<file path="config.mk">
export PLATFORM = sky130hd
export DESIGN_NAME = rand_req_arbiter
export DESIGN_NICKNAME = d
export VERILOG_FILES = /design/src/rtl/tank_pkg.sv /design/src/rtl/lfsr_step8.sv /design/src/rtl/rand_req_arbiter.sv
export SDC_FILE = /design/constraint.sdc
export NUM_CORES = 1
export LEC_CHECK = 0
export ABC_AREA = 1
export CELL_PAD_IN_SITES_DETAIL_PLACEMENT = 1
export CELL_PAD_IN_SITES_GLOBAL_PLACEMENT = 1
export CORE_ASPECT_RATIO = 2
export CORE_MARGIN = 8
export CORE_UTILIZATION = 43
export DETAILED_ROUTE_END_ITERATION = 7
export PLACE_DENSITY = 0.95
export SYNTH_ARGS = -nofsm -noshare
export SYNTH_HDL_FRONTEND = slang
export SYNTH_SLANG_ARGS = --single-unit
</file>
<file path="constraint.sdc">
create_clock -name Clk -period 4.8 [get_ports Clk]
set_input_delay 0.48 -clock Clk [delete_from_list [all_inputs] [get_ports Clk]]
set_output_delay 0.48 -clock Clk [all_outputs]
set_load 0.05 [all_outputs]
</file>
<file path="src/rtl/tank_pkg.sv">
// -----------------------------------------------------------------------------
// tank_pkg
// Shared types and helpers for the enemy-tank random source.
//   ra_state_t      : arbiter FSM state encoding
//   RAND_W          : width of the random byte
//   RAND_LOCKUP     : the one state an XNOR LFSR can never leave
//   lfsr_next       : one free-running XNOR LFSR step
//   lfsr_seed_guard : maps the lock-up value to a safe seed
//   lfsr_d          : full next-state (seed load overrides the step)
// -----------------------------------------------------------------------------
package tank_pkg;

    typedef enum logic [1:0] {
        RA_IDLE  = 2'b00,
        RA_WAIT  = 2'b01,
        RA_GRANT = 2'b10
    } ra_state_t;

    localparam int RAND_W = 8;
    localparam logic [RAND_W-1:0] RAND_LOCKUP = 8'hFF;

    // Taps at bits 7 and 2, XNOR feedback shifted in at the LSB.
    function automatic logic [RAND_W-1:0] lfsr_next(input logic [RAND_W-1:0] s);
        return {s[6:0], ~(s[7] ^ s[2])};
    endfunction

    // All-ones would freeze an XNOR LFSR, so it is replaced by all-zeros.
    function automatic logic [RAND_W-1:0] lfsr_seed_guard(input logic [RAND_W-1:0] v);
        logic [RAND_W-1:0] r;
        if (v == RAND_LOCKUP) begin
            r = {RAND_W{1'b0}};
        end else begin
            r = v;
        end
        return r;
    endfunction

    function automatic logic [RAND_W-1:0] lfsr_d(input logic              load,
                                                 input logic [RAND_W-1:0] load_val,
                                                 input logic [RAND_W-1:0] s);
        logic [RAND_W-1:0] r;
        if (load) begin
            r = lfsr_seed_guard(load_val);
        end else begin
            r = lfsr_next(s);
        end
        return r;
    endfunction

endpackage

</file>
<file path="src/rtl/lfsr_step8.sv">
// -----------------------------------------------------------------------------
// lfsr_step8
// 8-bit XNOR LFSR register, free-running, reset to 8'h00. A load replaces
// the step for that cycle; a lock-up seed (8'hFF) is loaded as 8'h00.
// Ports:
//   Clk      in  1       clock
//   Reset_n  in  1       asynchronous active-low reset
//   load     in  1       load load_val instead of stepping
//   load_val in  RAND_W  seed value
//   q        out RAND_W  current LFSR state (registered)
// -----------------------------------------------------------------------------
module lfsr_step8
    import tank_pkg::*;
(
    input  logic              Clk,
    input  logic              Reset_n,
    input  logic              load,
    input  logic [RAND_W-1:0] load_val,
    output logic [RAND_W-1:0] q
);

    logic [RAND_W-1:0] q_r;

    // LFSR state register: step every cycle or take a guarded seed.
    always_ff @(posedge Clk or negedge Reset_n) begin
        if (!Reset_n) begin
            q_r <= {RAND_W{1'b0}};
        end else begin
            q_r <= lfsr_d(load, load_val, q_r);
        end
    end

    assign q = q_r;

endmodule

</file>
<file path="src/rtl/rand_req_arbiter.sv">
// -----------------------------------------------------------------------------
// rand_req_arbiter
// Shares one 8-bit XNOR LFSR among N_REQ enemy-tank AI requesters. A request
// is picked round-robin, the LFSR runs for STEPS cycles to decorrelate, then
// the winner gets one random byte with a one-cycle one-hot valid pulse.
// Parameters:
//   N_REQ  number of requesters (2..8)
//   STEPS  cycles between grant decision and data delivery (1..255)
// Ports:
//   Clk        in  1      clock
//   Reset_n    in  1      asynchronous active-low reset
//   req        in  N_REQ  level request, held until own rsp_valid bit is seen
//   seed_load  in  1      (RAND_SEED_EN only) load seed into the LFSR
//   seed       in  8      (RAND_SEED_EN only) seed value, 8'hFF loads 8'h00
//   rsp_valid  out N_REQ  one-hot, one-cycle data-valid pulse
//   rsp_data   out 8      random byte while rsp_valid != 0, else 8'h00
//   busy       out 1      FSM not idle
//   rand_now   out 8      current LFSR state
// Optional feature macro: RAND_SEED_EN (seed load ports).
// -----------------------------------------------------------------------------
module rand_req_arbiter
    import tank_pkg::*;
#(
    parameter int N_REQ = 4,
    parameter int STEPS = 8
) (
    input  logic              Clk,
    input  logic              Reset_n,
    input  logic [N_REQ-1:0]  req,
`ifdef RAND_SEED_EN
    input  logic              seed_load,
    input  logic [RAND_W-1:0] seed,
`endif
    output logic [N_REQ-1:0]  rsp_valid,
    output logic [RAND_W-1:0] rsp_data,
    output logic              busy,
    output logic [RAND_W-1:0] rand_now
);

    localparam int IDX_W = $clog2(N_REQ);
    localparam logic [7:0] CNT_INIT = 8'(STEPS - 1);
    localparam logic [N_REQ-1:0] ONE_HOT0 = {{(N_REQ-1){1'b0}}, 1'b1};
    localparam logic [IDX_W-1:0] LAST_IDX = IDX_W'(N_REQ - 1);

    ra_state_t         state_r;
    logic [7:0]        cnt_r;
    logic [IDX_W-1:0]  winner_r;
    logic [IDX_W-1:0]  rr_ptr_r;
    logic [N_REQ-1:0]  rsp_valid_r;
    logic [RAND_W-1:0] rsp_data_r;
    logic              busy_r;

    logic              win_found_s;
    logic [IDX_W-1:0]  win_idx_s;
    logic              load_s;
    logic [RAND_W-1:0] load_val_s;
    logic [RAND_W-1:0] lfsr_q_s;
    logic [RAND_W-1:0] lfsr_d_s;

`ifdef RAND_SEED_EN
    assign load_s     = seed_load;
    assign load_val_s = seed;
`else
    assign load_s     = 1'b0;
    assign load_val_s = {RAND_W{1'b0}};
`endif

    lfsr_step8 u_lfsr (
        .Clk      (Clk),
        .Reset_n  (Reset_n),
        .load     (load_s),
        .load_val (load_val_s),
        .q        (lfsr_q_s)
    );

    // LFSR value that will be visible in the cycle after this edge; the
    // response byte is registered from it so rsp_data equals rand_now in
    // the GRANT cycle.
    always_comb begin
        lfsr_d_s = lfsr_d(load_s, load_val_s, lfsr_q_s);
    end

    // Round-robin scan: first set request at or above rr_ptr, wrapping.
    always_comb begin
        int idx_v;
        idx_v       = 0;
        win_found_s = 1'b0;
        win_idx_s   = {IDX_W{1'b0}};
        for (int i = 0; i < N_REQ; i++) begin
            idx_v = int'(rr_ptr_r) + i;
            if (idx_v >= N_REQ) begin
                idx_v = idx_v - N_REQ;
            end else begin
                idx_v = idx_v;
            end
            if (!win_found_s && req[IDX_W'(idx_v)]) begin
                win_found_s = 1'b1;
                win_idx_s   = IDX_W'(idx_v);
            end else begin
                win_found_s = win_found_s;
            end
        end
    end

    // Arbiter FSM with registered outputs (rsp_valid/rsp_data/busy).
    always_ff @(posedge Clk or negedge Reset_n) begin
        if (!Reset_n) begin
            state_r     <= RA_IDLE;
            cnt_r       <= 8'h00;
            winner_r    <= {IDX_W{1'b0}};
            rr_ptr_r    <= {IDX_W{1'b0}};
            rsp_valid_r <= {N_REQ{1'b0}};
            rsp_data_r  <= {RAND_W{1'b0}};
            busy_r      <= 1'b0;
        end else begin
            rsp_valid_r <= {N_REQ{1'b0}};
            rsp_data_r  <= {RAND_W{1'b0}};
            case (state_r)
                RA_IDLE: begin
                    if (win_found_s) begin
                        winner_r <= win_idx_s;
                        cnt_r    <= CNT_INIT;
                        state_r  <= RA_WAIT;
                        busy_r   <= 1'b1;
                    end else begin
                        state_r  <= RA_IDLE;
                        busy_r   <= 1'b0;
                    end
                end
                RA_WAIT: begin
                    if (!req[winner_r]) begin
                        // Winner withdrew: abandon without moving rr_ptr.
                        state_r <= RA_IDLE;
                        busy_r  <= 1'b0;
                    end else if (cnt_r == 8'h00) begin
                        state_r     <= RA_GRANT;
                        busy_r      <= 1'b1;
                        rsp_valid_r <= ONE_HOT0 << winner_r;
                        rsp_data_r  <= lfsr_d_s;
                    end else begin
                        cnt_r  <= cnt_r - 8'h01;
                        busy_r <= 1'b1;
                    end
                end
                RA_GRANT: begin
                    state_r <= RA_IDLE;
                    busy_r  <= 1'b0;
                    if (winner_r == LAST_IDX) begin
                        rr_ptr_r <= {IDX_W{1'b0}};
                    end else begin
                        rr_ptr_r <= winner_r + 1'b1;
                    end
                end
                default: begin
                    state_r  <= RA_IDLE;
                    cnt_r    <= 8'h00;
                    busy_r   <= 1'b0;
                    rr_ptr_r <= {IDX_W{1'b0}};
                end
            endcase
        end
    end

    assign rsp_valid = rsp_valid_r;
    assign rsp_data  = rsp_data_r;
    assign busy      = busy_r;
    assign rand_now  = lfsr_q_s;

endmodule

</file>
==> summary.txt <==
Run status
  • Outcome: complete, no violations

CTS
  • CTS Buf Count: 5
  • CTS clk-pin slew, worst paths: 70 ps
  • Post-CTS resize count: 0
  • Clock tree sinks: 35
  • Clock Latency Late Sink: 290 ps
  • Root buf cell: clkbuf_8
  • Postcts setup bufs: 0
  • H-tree depth: 2
  • Max clock buf depth: 2
  • CTS Hold Bufs: 0
  • CTS tree: done

Setup path
  • Crit path required time: 4320 ps
  • CP Capture Type: output port
  • Kind of critical path: flop to output port
  • Reg2reg setup slack: 2810 ps
  • Worst Path Max Fanout: 4
  • Arr. time, crit path: 1520 ps
  • Cell Chain, Critical Path: clkdlybuf4s50_1
  • Cell at the slowest stage of the critical path: clkdlybuf4s50_1
  • CP Launch Type: flop
  • WP buf/inv: 1
  • Crit-path max cell delay: 830 ps
  • Critical path startpoint: u_lfsr.q[2]
  • Reg2reg start: cnt_r[0]
  • Reg2Reg Depth: 13
  • CP top delay family: buffers and inverters
  • Critical R2R Capture: cnt_r[6]

Power and ir drop
  • Pwr Density: 636.8 nW/um2
  • Peak VDD IR: 0.4339 mV
  • Tot Pwr: 1.393 mW
  • LEAKAGE: 1.123 nW

Synth
  • Post-Syn Instances: 219
  • Netlist cell types: 27
  • Top-area cell type share of the netlist area: 0.4801
  • Post-synth top area cell: dfrtp_1
  • Most numerous cell in the Yosys netlist: nand2_1
  • Synthesized area per cell: 8.330 um2
  • Area contributors post-synth: dfrtp_1 (48%), nand2_1 (12%), nand3_1 (5.5%)
  • Syn_nets: 230
  • Synthesized area: 1824 um2
  • Ys flop type: dfrtp_1
  • Post-synthesis sequential area ratio: 0.4801
  • Synth async-reset ratio: 1.000
  • Ys Warns: 0
  • Post-synth EDFFs: 0
  • Most frequent cells after synthesis: nand2_1 (58), dfrtp_1 (35), nor2_1 (25)
  • Flops & latches, synth: 35

GRT
  • Total track usage: 0.1622
  • First-pass GRT wire length: 7.990 mm
  • Largest net degree at the start of global routing: 36
  • Antenna violations before repair: 0
  • Gr ovfl total: 0
  • Vias in the first global route: 1667

Placed design
  • Final GP Congestion: 0.7924
  • Detailed Place HPWL: 3.581 mm
  • Port bufs: 26
  • Dpl cells: 288

Timing
  • RSZ-0062 raised after global routing: no
  • Slew Viols, Final: 0
  • Min cycle time layout: 2003 ps
  • Post-route clock skew: 4.682 ps
  • Final worst path period share: 0.4173
  • Sum of negative setup slack: 0 ps
  • Final setup fails: 0
  • Final Hold Fails: 0
  • Worst slew pin tran: 539.6 ps
  • FMAX: 499.3 MHz
  • Slew HR: 0.6391

Die
  • Core Footprint: 4088 um2
  • Num rows: 33
  • Die area: 6709 um2
  • Ports: 27
  • Chip height: 108.1 um
  • Die Width: 62.06 um
  • Initial Util: 0.4463

Route
  • # DRC: 0
  • Vias/cell: 5.068
  • Drt pass-1 iters: 4
  • Routed vias: 1500
  • Routed WL per cell: 16.23 um
  • Iteration-0 DRC Markers: 61
  • DRT antenna net count: 0
  • Post-Route WL: 4.805 mm

Job
  • Max Cap Viol: 0

Hold path
  • WHS Endpoint: u_lfsr.q[5]
  • WHS Path Cells: 0
  • Hold Startpoint: u_lfsr.q[4]
  • HP Class: flop to flop

Cells and area
  • N_diodes: 0
  • Fin nets: 254
  • Final Core Density: 0.5350
  • Finished Layout Cells: 296
  • Layout cell share with drive strength beyond 1: 0.1189
  • Area growth syn-to-layout: 19.89%
## worst max path at each step
stage / slack [ps] / endpoint / cells past startpoint
floorplan: 3200 / cnt_r[2] / 13
global placement: 2730 / cnt_r[6] / 11
detailed placement: 2680 / cnt_r[4] / 11
CTS: 2770 / rand_now[2] / 1
global route: 2570 / cnt_r[4] / 13
finish: 2800 / rand_now[2] / 1
## flip-flops by register name, summed over array words and instances, names as in the netlist
signal / cells
rsp_valid: 4
busy: 1
u_lfsr.q: 8
winner_r: 2
cnt_r: 8
rsp_data: 8
state_r: 2
rr_ptr_r: 2
## per-stage QoR
step / area [um2] / hold slack (ps) / worst slack [ps]
floorplan: 1824 / 184.4 / 3202
global route: 2187 / 414.3 / 2567
detailed placement: 2074 / 387.5 / 2681
CTS: 2187 / 403.9 / 2766
global placement: 2074 / 387.9 / 2731
finish: 2187 / 402.4 / 2797
## metal layers
layer / vias to the layer above / track usage / part of all wire
met3: 13 / 0.02140 / 0.021
met2: 29 / 0.2941 / 0.59
met1: 748 / 0.1618 / 0.35
met5: - / 0 / 0
li1: 710 / - / -
met4: 0 / 0.09852 / 0.040
## cell type report
cell class	instances	area [um2]
fill	502	1901
sequential	35	875.8
multi-input combinational	148	768.2
timing repair buffer	27	267.8
inverter	26	97.59
clock buffer	5	68.82
tap	52	65.06
clock inverter	3	43.79
## where the power goes
group	switching, mW	internal [mW]	leakage (nW)
clock network	0.113	0.155	0.0581
logic	0.452	0.222	0.612
registers	0.0884	0.363	0.453
total	0.653	0.739	1.12
## cells by family (layout without fill, tap and decap cells)
family	after synthesis	in the layout	synth area share
adder cells (fa/ha/maj)	5	5	0.03429
buffers and inverters	36	61	0.09876
AO/OA/AOI/OAI	13	13	0.03772
XOR/XNOR	6	6	0.02881
AND/OR/NAND/NOR	124	124	0.3203
flip-flops	35	35	0.4801
## layout by cell type (no fill, tap or decap)
| cell type | instances |
|---|---|
| nor2_2 | 1 |
| nand2_4 | 5 |
| dfrtp_1 | 35 |
| nand3_2 | 2 |
| nor2_4 | 2 |
| nand2_2 | 6 |
| nand3_1 | 20 |
| ha_1 | 5 |
| clkinv_4 | 1 |
| nand2_1 | 58 |
| o21ai_0 | 5 |
| clkdlybuf4s50_1 | 26 |
| a21oi_1 | 3 |
| inv_2 | 2 |
| or2_2 | 2 |
| o21a_1 | 1 |
| xnor2_1 | 4 |
| bufinv_16 | 1 |
| a31oi_1 | 1 |
| and2_1 | 1 |
| nand4_1 | 1 |
| inv_1 | 24 |
| nor2_1 | 25 |
| nor3_1 | 1 |
| o21ai_1 | 3 |
| buf_4 | 1 |
| xor2_1 | 2 |
| clkinv_2 | 1 |
| clkbuf_8 | 5 |
No activity file was read; power rests on OpenSTA's default activity.
